<file path="src/rtl/udp_frame_gen_if.sv">
// AXI-stream bus carrying the generated Ethernet/IPv4/UDP frames.
interface udp_frame_gen_if #(
  parameter int DATA_WIDTH = 256,
  parameter int KEEP_WIDTH = DATA_WIDTH / 8
);
  logic [DATA_WIDTH-1:0] tdata;
  logic [KEEP_WIDTH-1:0] tkeep;
  logic                  tvalid;
  logic                  tlast;
  logic                  tready;

  modport master (output tdata, tkeep, tvalid, tlast, input tready);
  modport slave  (input tdata, tkeep, tvalid, tlast, output tready);
endinterface

</file>
<file path="src/rtl/udp_frame_gen.sv">
// Turns one descriptor (length, flow id) into one Ethernet/IPv4/UDP frame
// with a deterministic payload on an AXI-stream master.
module udp_frame_gen #(
  parameter int          DATA_WIDTH = 256,
  parameter int          KEEP_WIDTH = DATA_WIDTH / 8,
  parameter int          LEN_WIDTH  = 16,
  parameter int          FLOW_WIDTH = 8,
  parameter logic [47:0] DST_MAC    = 48'h020000000002,
  parameter logic [47:0] SRC_MAC    = 48'h020000000001,
  parameter logic [31:0] SRC_IP     = 32'h0A000001,
  parameter logic [31:0] DST_IP     = 32'h0A000002,
  parameter logic [15:0] DST_PORT   = 16'h1234,
  parameter int          MIN_LEN    = 60,
  parameter int          MAX_LEN    = 1514
) (
  input  logic                  clk,
  input  logic                  rst,
  input  logic [LEN_WIDTH-1:0]  s_desc_pk_len,
  input  logic [FLOW_WIDTH-1:0] s_desc_flow_id,
  input  logic                  s_desc_valid,
  output logic                  s_desc_ready,
  udp_frame_gen_if.master       m_axis,
  output logic [31:0]           m_pkt_count
);
  localparam int KEEP_BITS = $clog2(KEEP_WIDTH);
  localparam int HDR_BYTES = 42;

  typedef enum logic [1:0] {IDLE, CSUM, SEND} state_t;

  state_t                state_reg;
  logic                  ready_reg;
  logic [LEN_WIDTH-1:0]  len_reg;
  logic [LEN_WIDTH-1:0]  beats_reg;
  logic [LEN_WIDTH-1:0]  beat_idx_reg;
  logic [FLOW_WIDTH-1:0] flow_reg;
  logic [15:0]           id_reg;
  logic [15:0]           id_cnt_reg;
  logic [15:0]           csum_reg;
  logic [31:0]           pkt_count_reg;
  logic [DATA_WIDTH-1:0] tdata_reg;
  logic [KEEP_WIDTH-1:0] tkeep_reg;
  logic                  tvalid_reg;
  logic                  tlast_reg;

  logic [LEN_WIDTH-1:0] len_clamped;
  always_comb begin
    len_clamped = s_desc_pk_len;
    if (s_desc_pk_len < LEN_WIDTH'(MIN_LEN)) begin
      len_clamped = LEN_WIDTH'(MIN_LEN);
    end else if (s_desc_pk_len > LEN_WIDTH'(MAX_LEN)) begin
      len_clamped = LEN_WIDTH'(MAX_LEN);
    end
  end

  logic [15:0] ip_len;
  logic [15:0] udp_len;
  logic [15:0] flow16;
  assign ip_len  = 16'(len_reg - LEN_WIDTH'(14));
  assign udp_len = 16'(len_reg - LEN_WIDTH'(34));
  assign flow16  = 16'(flow_reg);

  // Ten 16-bit words fit a 20-bit sum; two folds absorb every carry.
  logic [19:0] csum_sum;
  logic [16:0] csum_fold1;
  logic [15:0] csum_fold2;
  logic [15:0] csum_comb;
  assign csum_sum = 20'h04500 + 20'(ip_len) + 20'(id_reg) + 20'h04000 + 20'h04011
                  + 20'(SRC_IP[31:16]) + 20'(SRC_IP[15:0])
                  + 20'(DST_IP[31:16]) + 20'(DST_IP[15:0]);
  assign csum_fold1 = 17'(csum_sum[15:0]) + 17'(csum_sum[19:16]);
  assign csum_fold2 = csum_fold1[15:0] + 16'(csum_fold1[16]);
  assign csum_comb  = ~csum_fold2;

  logic [LEN_WIDTH-1:0] beats_comb;
  assign beats_comb = LEN_WIDTH'((32'(len_reg) + KEEP_WIDTH - 1) >> KEEP_BITS);

  // Beat 0 is built while still in CSUM, so it takes the checksum and
  // beat count straight from the combinational path.
  logic                 in_csum;
  logic [15:0]          csum_sel;
  logic [LEN_WIDTH-1:0] beats_sel;
  logic [LEN_WIDTH-1:0] build_idx;
  logic                 build_last;
  assign in_csum    = (state_reg == CSUM);
  assign csum_sel   = in_csum ? csum_comb : csum_reg;
  assign beats_sel  = in_csum ? beats_comb : beats_reg;
  assign build_idx  = in_csum ? '0 : beat_idx_reg + LEN_WIDTH'(1);
  assign build_last = (build_idx == beats_sel - LEN_WIDTH'(1));

  logic [7:0] hdr [0:63];
  always_comb begin
    for (int i = 0; i < 64; i++) begin
      hdr[i] = 8'h00;
    end
    for (int i = 0; i < 6; i++) begin
      hdr[i]     = DST_MAC[8*(5-i) +: 8];
      hdr[6 + i] = SRC_MAC[8*(5-i) +: 8];
    end
    hdr[12] = 8'h08;
    hdr[13] = 8'h00;
    hdr[14] = 8'h45;
    hdr[15] = 8'h00;
    hdr[16] = ip_len[15:8];
    hdr[17] = ip_len[7:0];
    hdr[18] = id_reg[15:8];
    hdr[19] = id_reg[7:0];
    hdr[20] = 8'h40;
    hdr[21] = 8'h00;
    hdr[22] = 8'h40;
    hdr[23] = 8'h11;
    hdr[24] = csum_sel[15:8];
    hdr[25] = csum_sel[7:0];
    for (int i = 0; i < 4; i++) begin
      hdr[26 + i] = SRC_IP[8*(3-i) +: 8];
      hdr[30 + i] = DST_IP[8*(3-i) +: 8];
    end
    hdr[34] = flow16[15:8];
    hdr[35] = flow16[7:0];
    hdr[36] = DST_PORT[15:8];
    hdr[37] = DST_PORT[7:0];
    hdr[38] = udp_len[15:8];
    hdr[39] = udp_len[7:0];
  end

  logic [DATA_WIDTH-1:0] build_data;
  logic [KEEP_WIDTH-1:0] build_keep;

  genvar gi;
  generate
    for (gi = 0; gi < KEEP_WIDTH; gi++) begin : g_lane
      logic [LEN_WIDTH-1:0] off;
      logic                 keep;
      logic [7:0]           pattern;
      assign off     = (build_idx << KEEP_BITS) | LEN_WIDTH'(gi);
      assign keep    = (off < len_reg);
      assign pattern = (off < LEN_WIDTH'(HDR_BYTES)) ? hdr[off[5:0]] : off[7:0];
      assign build_keep[gi]       = keep;
      assign build_data[gi*8 +: 8] = keep ? pattern : 8'h00;
    end
  endgenerate

  always_ff @(posedge clk) begin
    if (rst) begin
      state_reg     <= IDLE;
      ready_reg     <= 1'b0;
      len_reg       <= '0;
      beats_reg     <= '0;
      beat_idx_reg  <= '0;
      flow_reg      <= '0;
      id_reg        <= 16'h0000;
      id_cnt_reg    <= 16'h0000;
      csum_reg      <= 16'h0000;
      pkt_count_reg <= 32'd0;
      tdata_reg     <= '0;
      tkeep_reg     <= '0;
      tvalid_reg    <= 1'b0;
      tlast_reg     <= 1'b0;
    end else begin
      case (state_reg)
        IDLE: begin
          ready_reg <= 1'b1;
          if (s_desc_valid && ready_reg) begin
            len_reg   <= len_clamped;
            flow_reg  <= s_desc_flow_id;
            id_reg    <= id_cnt_reg;
            ready_reg <= 1'b0;
            state_reg <= CSUM;
          end
        end
        CSUM: begin
          csum_reg     <= csum_comb;
          beats_reg    <= beats_comb;
          beat_idx_reg <= '0;
          tdata_reg    <= build_data;
          tkeep_reg    <= build_keep;
          tlast_reg    <= build_last;
          tvalid_reg   <= 1'b1;
          state_reg    <= SEND;
        end
        SEND: begin
          if (m_axis.tready) begin
            if (tlast_reg) begin
              tvalid_reg    <= 1'b0;
              tlast_reg     <= 1'b0;
              tkeep_reg     <= '0;
              tdata_reg     <= '0;
              pkt_count_reg <= pkt_count_reg + 32'd1;
              id_cnt_reg    <= id_cnt_reg + 16'd1;
              ready_reg     <= 1'b1;
              state_reg     <= IDLE;
            end else begin
              beat_idx_reg <= build_idx;
              tdata_reg    <= build_data;
              tkeep_reg    <= build_keep;
              tlast_reg    <= build_last;
            end
          end
        end
        default: state_reg <= IDLE;
      endcase
    end
  end

  assign s_desc_ready  = ready_reg;
  assign m_pkt_count   = pkt_count_reg;
  assign m_axis.tdata  = tdata_reg;
  assign m_axis.tkeep  = tkeep_reg;
  assign m_axis.tvalid = tvalid_reg;
  assign m_axis.tlast  = tlast_reg;
endmodule

</file>
<file path="src/flat_wrapper.sv">
// flat-port wrapper written by rule: the top's interface ports become plain ports
module udp_frame_gen_flat 
#(
  parameter int          DATA_WIDTH = 256,
  parameter int          KEEP_WIDTH = DATA_WIDTH / 8,
  parameter int          LEN_WIDTH  = 16,
  parameter int          FLOW_WIDTH = 8,
  parameter logic [47:0] DST_MAC    = 48'h020000000002,
  parameter logic [47:0] SRC_MAC    = 48'h020000000001,
  parameter logic [31:0] SRC_IP     = 32'h0A000001,
  parameter logic [31:0] DST_IP     = 32'h0A000002,
  parameter logic [15:0] DST_PORT   = 16'h1234,
  parameter int          MIN_LEN    = 60,
  parameter int          MAX_LEN    = 1514
)
  (clk, rst, s_desc_pk_len, s_desc_flow_id, s_desc_valid, s_desc_ready, m_pkt_count, m_axis_tdata, m_axis_tkeep, m_axis_tvalid, m_axis_tlast, m_axis_tready);
  udp_frame_gen_if #(.DATA_WIDTH(DATA_WIDTH), .KEEP_WIDTH(KEEP_WIDTH)) m_axis_i ();
  input  logic clk;
  input  logic rst;
  input  logic [LEN_WIDTH-1:0] s_desc_pk_len;
  input  logic [FLOW_WIDTH-1:0] s_desc_flow_id;
  input  logic s_desc_valid;
  output logic s_desc_ready;
  output logic [31:0] m_pkt_count;
  output wire logic [$bits(m_axis_i.tdata)-1:0] m_axis_tdata;
  output wire logic [$bits(m_axis_i.tkeep)-1:0] m_axis_tkeep;
  output wire logic [$bits(m_axis_i.tvalid)-1:0] m_axis_tvalid;
  output wire logic [$bits(m_axis_i.tlast)-1:0] m_axis_tlast;
  input wire logic [$bits(m_axis_i.tready)-1:0] m_axis_tready;
  assign m_axis_tdata = m_axis_i.tdata;
  assign m_axis_tkeep = m_axis_i.tkeep;
  assign m_axis_tvalid = m_axis_i.tvalid;
  assign m_axis_tlast = m_axis_i.tlast;
  assign m_axis_i.tready = m_axis_tready;
  udp_frame_gen #(.DATA_WIDTH(DATA_WIDTH), .KEEP_WIDTH(KEEP_WIDTH), .LEN_WIDTH(LEN_WIDTH), .FLOW_WIDTH(FLOW_WIDTH), .DST_MAC(DST_MAC), .SRC_MAC(SRC_MAC), .SRC_IP(SRC_IP), .DST_IP(DST_IP), .DST_PORT(DST_PORT), .MIN_LEN(MIN_LEN), .MAX_LEN(MAX_LEN)) u_core (.clk(clk), .rst(rst), .s_desc_pk_len(s_desc_pk_len), .s_desc_flow_id(s_desc_flow_id), .s_desc_valid(s_desc_valid), .s_desc_ready(s_desc_ready), .m_axis(m_axis_i), .m_pkt_count(m_pkt_count));
endmodule
</file>
<file path="config.mk">
export PLATFORM = sky130hd
export DESIGN_NAME = udp_frame_gen_flat
export DESIGN_NICKNAME = d
export VERILOG_FILES = /design/src/rtl/udp_frame_gen_if.sv /design/src/rtl/udp_frame_gen.sv /design/src/flat_wrapper.sv
export SDC_FILE = /design/constraint.sdc
export NUM_CORES = 1
export LEC_CHECK = 0
export CORE_MARGIN = 2
export CORE_UTILIZATION = 43
export DETAILED_ROUTE_END_ITERATION = 7
export HOLD_SLACK_MARGIN = 0.02
export PLACE_DENSITY = 0.66
export REMOVE_ABC_BUFFERS = 1
export SLEW_MARGIN = 5
export SYNTH_ARGS = -nofsm -noshare
export SYNTH_HDL_FRONTEND = slang
export SYNTH_SLANG_ARGS = --single-unit
</file>
<file path="constraint.sdc">
create_clock -name clk -period 20.9 [get_ports clk]
set_input_delay 4.18 -clock clk [delete_from_list [all_inputs] [get_ports clk]]
set_output_delay 4.18 -clock clk [all_outputs]
set_load 0.02 [all_outputs]
</file>
* Yosys cells after proc, flatten, opt, wreduce, memory -nomap -nowiden
Index checks and enable logic that the tools add are counted.
W data, S select, Z words.
** Word-level totals
- Latch bits :: 0
- ROM bits :: 0
- Word-level logic and storage cells :: 369
- Memories kept :: 0
- Bits in writable memories :: 0
- Bits in registers :: 429
- Output and inout bits :: 323
** Cells by class
- Bitwise logic cells :: 33
- Multiply operators :: 0
- Add/sub/neg operators :: 18
- $lt $le $gt $ge :: 98
- Div/mod/pow operators :: 0
- Reductions and logical operators :: 11
- Equality and inequality tests :: 7
- Shift operators :: 0
- Multiplexer cells :: 188
** Operators with widths (number)
- $bmux W8 S6 :: 32
- $mux W8 :: 128
- $lt A16 B6 Y1 const B :: 33
- $lt A16 B16 Y1 :: 32
- $mux W256 :: 2
- $pmux W256 S2 :: 1
- $ge A7 B7 Y1 const B :: 32
- $not A6 Y7 :: 32
- $mux W16 :: 7
- $mux W32 :: 2
- $pmux W32 S2 :: 1
- $add A20 B12 Y20 const B :: 2
- $add A20 B15 Y20 const B :: 2
- $add A16 B1 Y16 const B :: 2
- $add A32 B1 Y32 const B :: 1
- $pmux W16 S2 :: 1
- $sub A21 B1 Y21 const B :: 1
- $add A20 B1 Y20 const B :: 1
- $add A20 B16 Y20 :: 1
- $add A20 B2 Y20 const B :: 1
- $add A15 B16 Y17 const A :: 1
- $add A16 B4 Y17 :: 1
- $add A16 B6 Y17 const B :: 1
- $add A16 B1 Y16 :: 1
- other kinds (19) :: 37

* Depth between registers and ports, before layout
- Word-level depth :: 21
- Depth in mapped cells :: 37

* Worst setup path after synthesis
Ideal clock, no wire load.
- Path kind :: reg-to-reg
- Start point :: register u_core.len_reg[5]
- End point :: register u_core.tdata_reg[194] (netlist: u_core.m_axis.tdata[194])
- Path slack :: 13.616 ns
- Arrival time :: 7.168 ns
- Path buffers :: 1
- Data required time :: 20.783 ns
- Stages on the path, launching flop included :: 38
- Cells stage by stage :: dfxtp_1 clkbuf_1 inv_1 ha_1 inv_1 o21ai_0 nor3_1 xnor2_1 ha_1 xnor2_1 ha_1 inv_1 ha_1 nand2_1 nand2b_1 a211o_1 a21o_1 a21o_1 [2 not listed] xnor2_1 ha_1 fa_1 nor3b_1 and3_1 nand4_1 or4_1 nor2_1 ha_1 ha_1 nand2_1 nor2_1 nand2_1 a211oi_1 nand3_1 xor2_1 a22o_1 a22o_1
** Between the ends
- Cells in the longest elaborated chain, start to end :: 21
** Ends and longest elaborated chain
- start: declaration :: line udp_frame_gen.sv:32 : logic [LEN_WIDTH-1:0] len_reg;
- start signal: assignment :: line udp_frame_gen.sv:163 : len_reg <= len_clamped;
- $sub A16 B4 Y16 :: line udp_frame_gen.sv:58 : assign ip_len = 16'(len_reg - LEN_WIDTH'(14));
- $add A15 B16 Y17 :: line udp_frame_gen.sv:67 : assign csum_sum = 20'h04500 + 20'(ip_len) + 20'(id_reg) + 20'h04000 + 20'h04011
- $add A20 B16 Y20 :: line udp_frame_gen.sv:67
- $add A20 B15 Y20 (2 in series) :: line udp_frame_gen.sv:67
- $add A20 B12 Y20 :: line udp_frame_gen.sv:68 : + 20'(SRC_IP[31:16]) + 20'(SRC_IP[15:0])
- $add A20 B1 Y20 :: line udp_frame_gen.sv:68
- $add A20 B12 Y20 :: line udp_frame_gen.sv:69 : + 20'(DST_IP[31:16]) + 20'(DST_IP[15:0]);
- $add A20 B2 Y20 :: line udp_frame_gen.sv:69
- [3 not listed]
- $mux W16
- $bmux W8 S6 :: line udp_frame_gen.sv:136 : assign pattern = (off < LEN_WIDTH'(HDR_BYTES)) ? hdr[off[5:0]] : off[7:0];
- $mux W8 (implied by the code) (2 in series) :: line udp_frame_gen.sv:136
- $mux W8 :: line udp_frame_gen.sv:136
- $mux W8 * :: line udp_frame_gen.sv:138 : assign build_data[gi*8 +: 8] = keep ? pattern : 8'h00;
- $mux W256 :: line udp_frame_gen.sv:182 : if (tlast_reg) begin
- $mux W256 :: line udp_frame_gen.sv:181 : if (m_axis.tready) begin
- $pmux W256 S2 * :: line udp_frame_gen.sv:159 : case (state_reg)
- end signal: assignment :: line udp_frame_gen.sv:174 : tdata_reg <= build_data;
- end signal: assignment :: line udp_frame_gen.sv:193 : tdata_reg <= build_data;
- end: declaration :: line udp_frame_gen.sv:40 : logic [DATA_WIDTH-1:0] tdata_reg;
Every way passes the cells marked *; elsewhere a longest branch is shown, timed or not. The select of a mux whose other input is x is not followed.
A chain may end at the register's enable or synchronous reset.

* Worst setup path in the final report
- Start point :: register u_core.len_reg[2]
- End point :: register u_core.tdata_reg[194] (netlist: u_core.m_axis.tdata[194])
The elaborated chain is that of the path after synthesis.

==> metrics.md <==
| Metric | Value |
|---|---|
| Run status | `finished, final reports clean` |
| Clock transition at the registers of the reported paths | `0.06 ns` |
| Relative slew slack | `0.221` |
| Yosys warns | `0` |
| Distinct cell type count of the synthesized netlist | `77` |
| Type of the worst min-delay path | `flop to flop` |
| WL met3 | `4.09 mm` |
| DRC | `0` |
| TritonCTS clock tree | `yes` |
| Most common cell type on the critical path | `sky130_fd_sc_hd__ha_1` |
| CP required | `21.35 ns` |
| Setup violation total in the final timing report | `0` |
| Number of rows created at floorplan | `73` |
| Share of cells above drive strength 1 | `0.0425` |
| Area share of and/or/nand/nor cells after synthesis | `0.208` |
| Post-CTS repair timing setup buffer count | `0` |
| Met2 routed wirelength | `26.2 mm` |
| Share of the clock period used by the worst path | `0.399` |
| Critical path peak fanout | `16` |
| P_leak | `0.00802 uW` |
| First-pass iteration count of the detailed router | `7` |
| Sum Neg Setup Slack | `0 ns` |
| Area share of xor/xnor cells in the synthesized design | `0.0757` |
| Compound-gate portion of the synthesized area | `0.191` |
| Metal-1 WL | `24.1 mm` |
| Synth async-reset ratio | `0` |
| Synthesis-to-layout area growth | `24.8%` |
| Largest family of logic cells by synthesized area | `simple AND/OR/NAND/NOR gates` |
| Number of clock sinks | `350` |
| Worst Setup Start Kind | `flop` |
| Average footprint of a synthesized cell | `8.11 sq um` |
| Hold bufs inserted after CTS | `0` |
| Slowest cell on the critical path | `sky130_fd_sc_hd__dfxtp_1` |
| Die Area | `42000 sq um` |
| Pre-CTS setup slack | `12.69 ns` |
| Register bit count reported by yosys | `350` |
| Worst setup path category | `flop to flop` |
| Leading cell types by total area after synthesis | `sky130_fd_sc_hd__dfxtp_1 40%, sky130_fd_sc_hd__nor2_1 7.6%, sky130_fd_sc_hd__a22oi_1 5.4%, sky130_fd_sc_hd__a21oi_1 5.2%, sky130_fd_sc_hd__xnor2_1 4.4%` |
| Top Layer Used | `met5` |
| First-pass GRT wire length | `85.7 mm` |
| Global-route usage over all layers | `0.260` |
| HPWL after DPL | `39.9 mm` |
| Signal arrival time at the worst endpoint | `8.78 ns` |
| Pin count of the biggest net entering global routing | `112` |
| Mean number of vias per cell | `5.57` |
| Ports placed on the boundary | `351` |
| Routed len/inst | `19.3 um` |
| Number of flip-flops under the largest register name | `177` |
| Portion of the post-synthesis area used by sequential elements | `0.404` |
| Sum of overflow across all layers after global routing | `0` |
| Iteration-0 DRC Markers | `1337` |
| Maximum buffer depth of the clock tree | `3` |
| Period minus WS final | `8.33 ns` |
| Clock tree root buffer cell | `sky130_fd_sc_hd__clkbuf_16` |
| Total length of routed wires | `56.2 mm` |
| Number of synthesized flops with an enable pin | `0` |
| Cell type with the largest total area after synthesis | `sky130_fd_sc_hd__dfxtp_1` |
| Remaining antenna violation count after routing | `0` |
| Worst clock skew | `0.0220 ns` |
| Final hold violation count | `0` |
| Initial Utilization | `0.436` |
| Number of global-route vias before repair | `15200` |
| Total power per unit cell area | `84.1 nW/um^2` |
| CTS HTree Levels | `2` |
| IO Port Bufs | `302` |
| Setup ws final | `12.57 ns` |
| Number of antenna violations at the first check in global routing | `5` |
| Setup repair after global routing missed its margin | `no` |
| Slew of the pin with the lowest slew margin | `1.17 ns` |
| CTS buffer count | `41` |
| Number of max-capacitance violations reported | `0` |
| Register-to-register path setup slack | `12.57 ns` |
| Height of the chip | `205 um` |
| Synth Cell Area | `17300 sq um` |
| Core region area | `39800 sq um` |
| Critical Path Sink Type | `flop` |
| Maximum ir drop on the vdd rail | `0.0578 mV` |
| Mux cell area share after synthesis | `0.00411` |
| Insertion delay to the later sink of the worst-skew pair | `0.57 ns` |
| Longest individual stage delay on the worst path | `0.67 ns` |
| Adder and majority gate portion of the synthesized area | `0.0456` |
| Routed vias | `16200` |
| Leading register cell type out of synthesis | `sky130_fd_sc_hd__dfxtp_1` |
| Area share of the leading cell type in the synthesized netlist | `0.404` |
| Horizontal die dimension | `205 um` |
| Gpl congestion | `0.911` |
| Post_cts resized | `0` |
| Post-layout nets | `2441` |
| Count of mapped cells out of synthesis | `2140` |
| Final number of max-transition violations | `0` |
| Achievable frequency | `120 MHz` |
## critical path, delay by kind of cell, from the launching register on
family          cells  cell delay, ns
compound gates     13            3.22
xor+xnor            3            0.57
fa+ha+maj           7            1.71
flops               1            0.67
simple gates        9            2.04
## logic make-up (layout without fill, tap and decap cells)
kind of cell	Yosys count	count (layout)
AOI/OAI and AO/OA	516	516
other	1	51
muxes	7	7
and+or+nand+nor	803	803
xor gates and xnor gates	150	150
buffers and inverters	251	442
adders and majority gates	62	62
DFF	350	350
## where the power goes
| group | internal (uW) | switching, uW |
|---|---|---|
| combinational | 157 | 265 |
| clock | 404 | 288 |
| sequential | 688 | 18.8 |
## path summary, 6_finish.rpt
kind / from / to / cells past startpoint
max reg2reg: u_core.len_reg[2] / u_core.m_axis.tdata[194] / 32
min: u_core.m_axis.tdata[197] / u_core.m_axis.tdata[197] / 2
max: u_core.len_reg[2] / u_core.m_axis.tdata[194] / 32
min reg2reg: u_core.m_axis.tdata[197] / u_core.m_axis.tdata[197] / 2
## metal layers
layer,GRT usage,vias up
met5,0,-
met4,0.0940,4
met3,0.0549,102
met2,0.418,572
met1,0.343,7764
li1,-,7746
## final cells by class
cell class	instances	area (sq um)
flip-flops and latches	350	7010
clock inverters	12	92.6
multi-input cells	1586	9310
repair buffers	320	3160
well taps	525	657
fillers	3756	18200
diodes	3	7.51
clock buffers	58	1210
inverters	52	195
## cell usage in the layout (no fill, tap or decap), types with 7 or more instances in the layout
cell type | synthesis | routed
sky130_fd_sc_hd__xnor2_1 | 88 | 88
sky130_fd_sc_hd__nor3_1 | 34 | 34
sky130_fd_sc_hd__or3_1 | 27 | 27
sky130_fd_sc_hd__nand3_1 | 49 | 49
sky130_fd_sc_hd__inv_1 | 45 | 45
sky130_fd_sc_hd__a22o_1 | 7 | 7
sky130_fd_sc_hd__nand2b_1 | 12 | 11
sky130_fd_sc_hd__o21ai_0 | 71 | 70
sky130_fd_sc_hd__clkbuf_8 | 0 | 10
sky130_fd_sc_hd__nor2b_1 | 15 | 14
sky130_fd_sc_hd__o211ai_1 | 7 | 7
sky130_fd_sc_hd__a22oi_1 | 124 | 124
sky130_fd_sc_hd__nor2_1 | 352 | 350
sky130_fd_sc_hd__xor2_1 | 62 | 62
sky130_fd_sc_hd__o21a_1 | 13 | 13
sky130_fd_sc_hd__a31oi_1 | 7 | 7
sky130_fd_sc_hd__a211oi_1 | 21 | 21
sky130_fd_sc_hd__conb_1 | 1 | 48
sky130_fd_sc_hd__buf_4 | 79 | 18
sky130_fd_sc_hd__clkdlybuf4s50_1 | 0 | 301
sky130_fd_sc_hd__nand4_1 | 28 | 28
sky130_fd_sc_hd__a21oi_1 | 181 | 181
sky130_fd_sc_hd__nand2_1 | 203 | 203
sky130_fd_sc_hd__a21o_1 | 18 | 18
sky130_fd_sc_hd__clkinv_2 | 0 | 8
sky130_fd_sc_hd__or4_1 | 8 | 8
sky130_fd_sc_hd__nor4_1 | 12 | 12
sky130_fd_sc_hd__and2_1 | 18 | 18
sky130_fd_sc_hd__ha_1 | 60 | 60
sky130_fd_sc_hd__and3_1 | 18 | 18
sky130_fd_sc_hd__dfxtp_1 | 350 | 350
sky130_fd_sc_hd__clkbuf_16 | 0 | 42
## synth_stat cells, drive strengths merged, types with 7 or more instances
master,instances
and3,18
a22oi,124
and2,18
buf,87
xor2,62
dfxtp,350
o21a,13
nand2,203
a31oi,7
ha,60
a22o,7
nor3,35
a21o,18
clkbuf,112
nand4,28
nor2,352
nor2b,15
o211ai,7
inv,46
nand2b,12
or4,9
a211oi,23
xnor2,88
a21oi,181
or3,27
nor4,13
o21ai,76
nand3,49
## stage by stage
stage          instances  total power [uW]  hold WS (ns)  cell area (sq um)   util
2_1_floorplan       1988               994         0.425              16500      -
3_3_place_gp        2833              1140         0.433              20300  0.511
3_5_place_dp        2833              1140         0.438              20300  0.511
4_1_cts             2903              1830         0.446              21600  0.543
5_1_grt             2904              1900         0.474              21600  0.543
6_report            2906              1820         0.443              21600  0.544
No activity file was read; power rests on OpenSTA's default activity.
